`config.mk`:
```
export PLATFORM = sky130hd
export DESIGN_NAME = usb_asp_spi_engine
export DESIGN_NICKNAME = d
export VERILOG_FILES = /design/src/rtl/usb_asp_spi_engine.sv
export SDC_FILE = /design/constraint.sdc
export NUM_CORES = 1
export LEC_CHECK = 0
export ABC_AREA = 1
export CORE_ASPECT_RATIO = 0.9
export CORE_UTILIZATION = 50
export DETAILED_ROUTE_END_ITERATION = 16
export PLACE_DENSITY = 0.82
export SYNTH_ARGS = -nofsm -noshare
export SYNTH_HDL_FRONTEND = slang
export SYNTH_SLANG_ARGS = --single-unit
```
`constraint.sdc`:
```
create_clock -name clk -period 2.32 [get_ports clk]
set_input_delay 0.464 -clock clk [delete_from_list [all_inputs] [get_ports clk]]
set_output_delay 0.464 -clock clk [all_outputs]
set_load 0.1 [all_outputs]
```
`src/rtl/usb_asp_spi_engine.sv`:
```
// SPI master shift engine (CPOL=1, CPHA=1, MSB first) between the vendor control endpoint's
// OUT byte buffer and its IN byte buffer.
module usb_asp_spi_engine #(
  parameter int CLK_DIV = 4
) (
  input  logic       clk,
  input  logic       reset_n,
  input  logic       start,
  input  logic [5:0] length,
  input  logic       abort,
  output logic       busy,
  output logic       done,
  output logic [4:0] tx_addr,
  input  logic [7:0] tx_data,
  output logic       rx_we,
  output logic [4:0] rx_addr,
  output logic [7:0] rx_data,
  output logic       spi_clk,
  output logic       spi_csn,
  output logic       spi_mosi,
  input  logic       spi_miso
);

  typedef enum logic [2:0] {
    IDLE,
    CS_SETUP,
    LOW,
    HIGH,
    CS_HOLD
  } state_t;

  localparam logic [15:0] RELOAD = 16'(CLK_DIV - 1);

  state_t      state_reg, state_next;
  logic [15:0] cnt_reg, cnt_next;
  logic [5:0]  idx_reg, idx_next;
  logic [5:0]  len_reg, len_next;
  logic [2:0]  bit_reg, bit_next;
  logic [7:0]  tx_shift_reg, tx_shift_next;
  logic [7:0]  rx_shift_reg, rx_shift_next;
  logic        load_reg, load_next;
  logic        busy_reg, busy_next;
  logic        done_reg, done_next;
  logic        rx_we_reg, rx_we_next;
  logic [4:0]  rx_addr_reg, rx_addr_next;
  logic [7:0]  rx_data_reg, rx_data_next;
  logic        sck_reg, sck_next;
  logic        csn_reg, csn_next;
  logic        tick_end;

  assign tick_end = (cnt_reg == 16'd0);

  always_ff @(posedge clk or negedge reset_n) begin
    if (!reset_n) begin
      state_reg    <= IDLE;
      cnt_reg      <= RELOAD;
      idx_reg      <= 6'd0;
      len_reg      <= 6'd0;
      bit_reg      <= 3'd7;
      tx_shift_reg <= 8'd0;
      rx_shift_reg <= 8'd0;
      load_reg     <= 1'b0;
      busy_reg     <= 1'b0;
      done_reg     <= 1'b0;
      rx_we_reg    <= 1'b0;
      rx_addr_reg  <= 5'd0;
      rx_data_reg  <= 8'd0;
      sck_reg      <= 1'b1;
      csn_reg      <= 1'b1;
    end else begin
      state_reg    <= state_next;
      cnt_reg      <= cnt_next;
      idx_reg      <= idx_next;
      len_reg      <= len_next;
      bit_reg      <= bit_next;
      tx_shift_reg <= tx_shift_next;
      rx_shift_reg <= rx_shift_next;
      load_reg     <= load_next;
      busy_reg     <= busy_next;
      done_reg     <= done_next;
      rx_we_reg    <= rx_we_next;
      rx_addr_reg  <= rx_addr_next;
      rx_data_reg  <= rx_data_next;
      sck_reg      <= sck_next;
      csn_reg      <= csn_next;
    end
  end

  always_comb begin
    state_next    = state_reg;
    cnt_next      = cnt_reg - 16'd1;
    idx_next      = idx_reg;
    len_next      = len_reg;
    bit_next      = bit_reg;
    tx_shift_next = tx_shift_reg;
    rx_shift_next = rx_shift_reg;
    load_next     = 1'b0;
    busy_next     = busy_reg;
    done_next     = 1'b0;
    rx_we_next    = 1'b0;
    rx_addr_next  = rx_addr_reg;
    rx_data_next  = rx_data_reg;
    sck_next      = sck_reg;
    csn_next      = csn_reg;

    case (state_reg)
      IDLE: begin
        cnt_next      = RELOAD;
        tx_shift_next = 8'd0;
        if (start && !abort) begin
          if (length != 6'd0) begin
            state_next = CS_SETUP;
            len_next   = length;
            idx_next   = 6'd0;
            busy_next  = 1'b1;
            csn_next   = 1'b0;
          end else begin
            done_next = 1'b1;
          end
        end
      end
      CS_SETUP: begin
        if (tick_end) begin
          state_next = LOW;
          cnt_next   = RELOAD;
          bit_next   = 3'd7;
          sck_next   = 1'b0;
          load_next  = 1'b1;
        end
      end
      LOW: begin
        // First LOW cycle of a byte: capture the buffer word addressed by the byte index.
        if (load_reg) tx_shift_next = tx_data;
        if (tick_end) begin
          state_next    = HIGH;
          cnt_next      = RELOAD;
          sck_next      = 1'b1;
          rx_shift_next = {rx_shift_reg[6:0], spi_miso};
        end
      end
      HIGH: begin
        if (tick_end) begin
          cnt_next = RELOAD;
          if (bit_reg != 3'd0) begin
            state_next    = LOW;
            bit_next      = bit_reg - 3'd1;
            sck_next      = 1'b0;
            tx_shift_next = {tx_shift_reg[6:0], 1'b0};
          end else begin
            rx_we_next   = 1'b1;
            rx_addr_next = idx_reg[4:0];
            rx_data_next = rx_shift_reg;
            idx_next     = idx_reg + 6'd1;
            if ((idx_reg + 6'd1) == len_reg) begin
              state_next = CS_HOLD;
            end else begin
              state_next = LOW;
              bit_next   = 3'd7;
              sck_next   = 1'b0;
              load_next  = 1'b1;
            end
          end
        end
      end
      CS_HOLD: begin
        if (tick_end) begin
          state_next = IDLE;
          cnt_next   = RELOAD;
          csn_next   = 1'b1;
          busy_next  = 1'b0;
          done_next  = 1'b1;
        end
      end
      default: begin
        state_next = IDLE;
        cnt_next   = RELOAD;
      end
    endcase

    // Cancel overrides every event above; a half-assembled byte is simply dropped.
    if (abort && (state_reg != IDLE)) begin
      state_next    = IDLE;
      cnt_next      = RELOAD;
      csn_next      = 1'b1;
      sck_next      = 1'b1;
      busy_next     = 1'b0;
      done_next     = 1'b0;
      rx_we_next    = 1'b0;
      load_next     = 1'b0;
      tx_shift_next = 8'd0;
      rx_addr_next  = rx_addr_reg;
      rx_data_next  = rx_data_reg;
    end
  end

  assign busy     = busy_reg;
  assign done     = done_reg;
  assign tx_addr  = idx_reg[4:0];
  assign rx_we    = rx_we_reg;
  assign rx_addr  = rx_addr_reg;
  assign rx_data  = rx_data_reg;
  assign spi_clk  = sck_reg;
  assign spi_csn  = csn_reg;
  // MSB comes straight from the buffer in the load cycle so it is valid from SCK fall even at CLK_DIV=1.
  assign spi_mosi = load_reg ? tx_data[7] : tx_shift_reg[7];

endmodule

```
**After elaboration in Yosys (flattened, before gate mapping)**

Cells that the tools add are included.
Widths: inputs -> output; s select.

- Input bits: 19
- Flip-flop bits (word level): 69
- Word-level logic and storage cells: 121
- Output and inout bits: 24

- Add/subtract/negate cells: 3
- Reduce and logical (&&, ||, !) cells: 23
- Equality and inequality tests: 20
- Mux-type cells: 58
- Bitwise gates (word level): 2

Operators by type and width:

| operator | number |
|---|---|
| $mux 16 | 3 |
| $mux 3 | 13 |
| $mux 8 | 4 |
| $ne 3x3->1 const B | 9 |
| $mux 1 | 25 |
| $mux 6 | 4 |
| $pmux 8 s3 | 1 |
| $logic_not 16->1 | 1 |
| $reduce_and 4->1 | 4 |
| $sub 16x1->16 const B | 1 |
| $pmux 3 s5 | 1 |
| $pmux 6 s2 | 1 |
| $ne 2x2->1 const B | 5 |
| $reduce_and 5->1 | 2 |
| $reduce_bool 3->1 | 3 |
| $pmux 1 s2 | 4 |
| $reduce_bool 4->1 | 2 |
| $add 6x1->6 const B | 1 |
| $eq 3x2->1 const B | 2 |
| $eq 6x6->1 | 1 |
| $pmux 3 s2 | 1 |
| $reduce_and 6->1 | 1 |
| $reduce_bool 6->1 | 1 |
| $ne 4x4->1 const B | 1 |
| 12 further kinds | 15 |

**Depth between registers and ports, before layout**

- Depth after elaboration: 7
- Mapped depth: 13
- Gate-level depth less buffers: 13

**Worst setup path after synthesis**

No wires, ideal clock.

- Kind: register to register
- Start point: register bit_reg[0]
- End point: register tx_shift_reg[2]
- Slack: 0.616 ns
- Required time: 2.197 ns
- Library setup time: 0.123 ns
- Cell stages (with the launch flop): 12
- Period minus slack after synthesis: 1.704 ns
- Buffers on the path: 1
- Arrival time: 1.581 ns
- Cell sequence: dfstp_2 inv_1 ha_1 nand2_1 inv_1 nand2_4 o31ai_1 a21oi_2 o21ai_4 buf_6 nand2_2 o21ai_2

- Longest elaborated chain between the ends: 3

Ends and longest elaborated chain:

| element | line | RTL |
|---|---|---|
| from (decl) | 38 | `logic [2:0] bit_reg, bit_next;` |
| from (signal assigned) | 75 | `bit_reg <= bit_next;` |
| $reduce_bool 3->1 | 144 | `if (bit_reg != 3'd0) begin` |
| $ne 3x3->1 (no line) | n/a |  |
| $reduce_and 4->1 (no line) | n/a |  |
| to (signal assigned) | 76 | `tx_shift_reg <= tx_shift_next;` |
| to (decl) | 39 | `logic [7:0] tx_shift_reg, tx_shift_next;` |

No other way between the ends.
A chain may end at the register's enable or synchronous reset.

**Final worst setup path**

- Start point: register idx_reg[1]
- End point: register bit_reg[1]

- Longest elaborated chain between the ends: 4

Ends and longest elaborated chain:

| element | line | RTL |
|---|---|---|
| from (decl) | 36 | `logic [5:0] idx_reg, idx_next;` |
| from (signal assigned) | 73 | `idx_reg <= idx_next;` |
| $add 6x1->6 | 154 | `if ((idx_reg + 6'd1) == len_reg) begin` |
| $eq 6x6->1 | 154 |  |
| $ne 3x3->1 (no line) | n/a |  |
| $reduce_and 4->1 (no line) | n/a |  |

No other way between the ends.

==> impl_metrics.py <==
metrics = {
    "worst_setup_path": {
        "crit_slowest_cell": "sky130_fd_sc_hd__dfrtp_1",
        "regToRegSetupSlack_ns": 0.38,
        "worstReg2RegStart": "idx_reg[1]",
        "critical-path-max-stage-delay_ns": 0.45,
        "worstSetupEndpointType": "flip-flop",
        "data_arrival_time_of_the_critical_path_ns": 2.22,
        "r2r_cells": 12,
        "timing.rr.end": "bit_reg[1]",
        "critPathRequiredTime_ns": 2.60,
        "setup.worst_path.start_class": "flip-flop",
        "cells_along_the_critical_path": "ha_1 -> inv_1 -> nand2_1 -> nand2_1 -> nor2_1 -> nand3_1 -> nor2_1 -> nand3_1 -> nand2_1 -> nand2_1 -> nand2_1 -> nand2_1",
        "worst_setup_path_class": "reg2reg",
        "largest_fanout_on_the_critical_path": 6,
        "path_buf_inv": 1,
        "critPathMostFrequentCell": "sky130_fd_sc_hd__nand2_1",
        "critical-path-top-delay-family": "simple AND/OR/NAND/NOR gates",
    },
    "route": {
        "first_pass_iters": 5,
        "via_per_inst": 5.15,
        "highest-signal-layer": "met4",
        "detail_route.drc_violations": 0,
        "detailroute.wirelength.met2_mm": 3.09,
        "wirelength_met1_mm": 3.12,
        "route.detailed.wl_per_inst_um": 12.0,
        "detailedRoute.firstIterationViolations": 210,
        "wl_mm": 6.66,
        "vias": 2861,
        "ant_nets": 0,
        "detailroute.wirelength.met3_um": 350,
    },
    "timing": {
        "finClkSkew_ns": 0.00540,
        "report.final.hold_viol_count": 0,
        "tightestPinTransition_ns": 0.455,
        "timing.fmax_ghz": 0.515,
        "final_period_minus_worst_setup_slack_ns": 1.94,
        "timing.setup.tns_ns": 0,
        "headroom_to_the_max_slew_limit_pct": 69.4,
        "post-route-worst-setup-slack_ns": 0.378,
        "report.final.slew_viol_count": 0,
        "finalSetupViolCount": 0,
        "unrepaired_setup_endpoints_after_global_routing": "false",
        "final.period_utilization_pct": 83.7,
    },
    "placed_design": {
        "gp_congestion": 0.975,
        "place.port_buffers": 42,
        "placement.setup.worst_slack_ns": 0.249,
        "post-dp-hpwl_mm": 4.92,
    },
    "synth": {
        "synthesis.area_um2": 3450,
        "ys_seq_elements": 69,
        "mappedNetlistNets": 437,
        "ys_types": 37,
        "yosys.cell_count.top_type": "sky130_fd_sc_hd__nand2_1",
        "syn_area_per_cell_um2": 8.35,
        "synth.area.top_cells": "sky130_fd_sc_hd__dfrtp_1 (45%), sky130_fd_sc_hd__nand2_1 (11%), sky130_fd_sc_hd__inv_1 (5.7%)",
        "post-synth-top-area-fraction_pct": 45.0,
        "synth_top_flop_cell": "sky130_fd_sc_hd__dfrtp_1",
        "synth.top_cells.by_count": "sky130_fd_sc_hd__nand2_1 (101), sky130_fd_sc_hd__dfrtp_1 (62), sky130_fd_sc_hd__inv_1 (52)",
        "post_synth_edffs": 0,
        "synth_cells": 413,
        "async_reset_ff_share_pct": 100,
        "yosys_warnings": 0,
        "synth_top_area_cell": "sky130_fd_sc_hd__dfrtp_1",
        "synth.yosys.seq_area_share_pct": 50.3,
    },
    "run": {
        "drv.max_cap_violation_count": 0,
    },
    "clock_network": {
        "clock_path_buffers": 2,
        "cts_setup_buffers": 0,
        "clk_tree_root_cell": "sky130_fd_sc_hd__clkbuf_8",
        "htree_num_levels": 3,
        "cts_hold_buf": 0,
        "numCtsBuffers": 9,
        "clk_pin_slew_ns": 0.08,
        "cts.sinks": 69,
        "clock_insertion_delay_worst_skew_ns": 0.34,
        "post_cts_resized": 0,
        "cts_tree": "done",
    },
    "pwr": {
        "p_total_mw": 3.19,
        "power.leakage_nw": 1.96,
        "max-vdd-ir-drop_v": 0.000687,
        "powerDensity_nw_per_um2": 782,
    },
    "layout": {
        "fraction_of_final_layout_cells_with_drive_strength_greater_than_1_pct": 15.5,
        "largest_register_ffs": 16,
        "nNetsFinal": 484,
        "layout-area-overhead-vs-synth_pct": 18.2,
        "filler_cell_count": 574,
        "num_antenna_cells": 0,
        "final_util_pct": 61.6,
    },
    "die": {
        "floorplan.die.width_um": 89.5,
        "row_count": 28,
        "die-area_um2": 7230,
        "ios": 43,
        "die_h_um": 80.8,
        "start_util_pct": 52.1,
        "floorplan.core_area_um2": 6620,
    },
    "grt": {
        "grt.overflow.total": 0,
        "vias_in_the_first_global_route": 2694,
        "gr-usage-all-layers_pct": 21.4,
        "grt_max_degree": 70,
        "grt_pass1_wl_mm": 11.7,
        "grt_antenna_before_repair": 0,
    },
    "hold_path": {
        "min-delay-path-class": "in2async",
    },
    "run_status": {
        "run_status": "finished clean",
    },
}
-- where the power goes --
group | total, mW | leakage, nW | switching [mW] | internal, mW
clock network | 0.852 | 0.0856 | 0.462 | 0.390
registers | 1.43 | 0.918 | 0.0816 | 1.35
logic | 0.902 | 0.953 | 0.630 | 0.273
total | 3.19 | 1.96 | 1.17 | 2.02
-- per-layer routing --
metal	vias to the layer above	track usage, %
li1	1423	-
met1	1340	27.7
met2	88	33.8
met3	10	7.22
met4	0	6.83
met5	-	0
-- cell families after synthesis --
| kind of cell | after synthesis | synth area share, % |
|---|---|---|
| compound gates | 64 | 11.0 |
| xor+xnor | 12 | 3.05 |
| simple gates | 195 | 24.9 |
| flops | 69 | 50.3 |
| fa+ha+maj | 5 | 1.81 |
| mux | 1 | 0.327 |
| buf+inv | 67 | 8.56 |
-- stage by stage --
| step | instance area, um2 | hold slack (ns) | instances |
|---|---|---|---|
| 2_1_floorplan | 3450 | 0.168 | 413 |
| 3_3_place_gp | 3900 | 0.438 | 539 |
| 3_5_place_dp | 3900 | 0.437 | 539 |
| 4_1_cts | 4080 | 0.136 | 555 |
| 5_1_grt | 4080 | 0.159 | 555 |
| 6_report | 4080 | 0.122 | 555 |
-- worst max path at each step --
stage	startpoint	end	depth (start not counted)
after floorplan	bit_reg[0]	tx_shift_reg[2]	11
after global placement	abort	idx_reg[5]	9
after detailed placement	abort	idx_reg[1]	8
after CTS	cnt_reg[0]	tx_shift_reg[0]	9
after global routing	cnt_reg[12]	bit_reg[1]	9
final	idx_reg[1]	bit_reg[1]	12
-- placed cells by master, fill, tap and decap left out, types with 3 or more instances in the layout --
cell                              instances
sky130_fd_sc_hd__nand2_1                101
sky130_fd_sc_hd__dfrtp_1                 62
sky130_fd_sc_hd__inv_1                   52
sky130_fd_sc_hd__nor2_1                  41
sky130_fd_sc_hd__buf_4                   29
sky130_fd_sc_hd__nand3_1                 22
sky130_fd_sc_hd__o21ai_0                 20
sky130_fd_sc_hd__clkdlybuf4s50_1         17
sky130_fd_sc_hd__o21ai_1                 16
sky130_fd_sc_hd__nand4_1                  9
sky130_fd_sc_hd__clkbuf_8                 9
sky130_fd_sc_hd__a21oi_1                  7
sky130_fd_sc_hd__a22oi_1                  7
sky130_fd_sc_hd__dfstp_2                  7
sky130_fd_sc_hd__xor2_1                   6
sky130_fd_sc_hd__xnor2_1                  6
sky130_fd_sc_hd__nand3b_1                 5
sky130_fd_sc_hd__o22ai_1                  5
sky130_fd_sc_hd__ha_1                     5
sky130_fd_sc_hd__nor3_1                   4
sky130_fd_sc_hd__nand2_2                  3
sky130_fd_sc_hd__nor2_4                   3
-- final cells by class --
type                            count  area (um2)  share of cell area [%]
Clock inverter                      7        51.3                    1.26
Timing Repair Buffer               49         433                    10.6
Multi-Input combinational cell    277        1420                    34.8
Inverter                           54         203                    4.97
Sequential cell                    69        1740                    42.6
Clock buffer                        9         124                    3.04
Tap cell                           90         113                    2.76
-- worst register-to-register path, stage by stage (launching register included) --
cell and delay [ns]:
sky130_fd_sc_hd__dfrtp_1 0.45, sky130_fd_sc_hd__ha_1 0.33, sky130_fd_sc_hd__inv_1 0.07, sky130_fd_sc_hd__nand2_1 0.05
sky130_fd_sc_hd__nand2_1 0.05, sky130_fd_sc_hd__nor2_1 0.08, sky130_fd_sc_hd__nand3_1 0.08, sky130_fd_sc_hd__nor2_1 0.21
sky130_fd_sc_hd__nand3_1 0.16, sky130_fd_sc_hd__nand2_1 0.16, sky130_fd_sc_hd__nand2_1 0.11, sky130_fd_sc_hd__nand2_1 0.08
sky130_fd_sc_hd__nand2_1 0.05
Power figures use the tool's default switching activity.
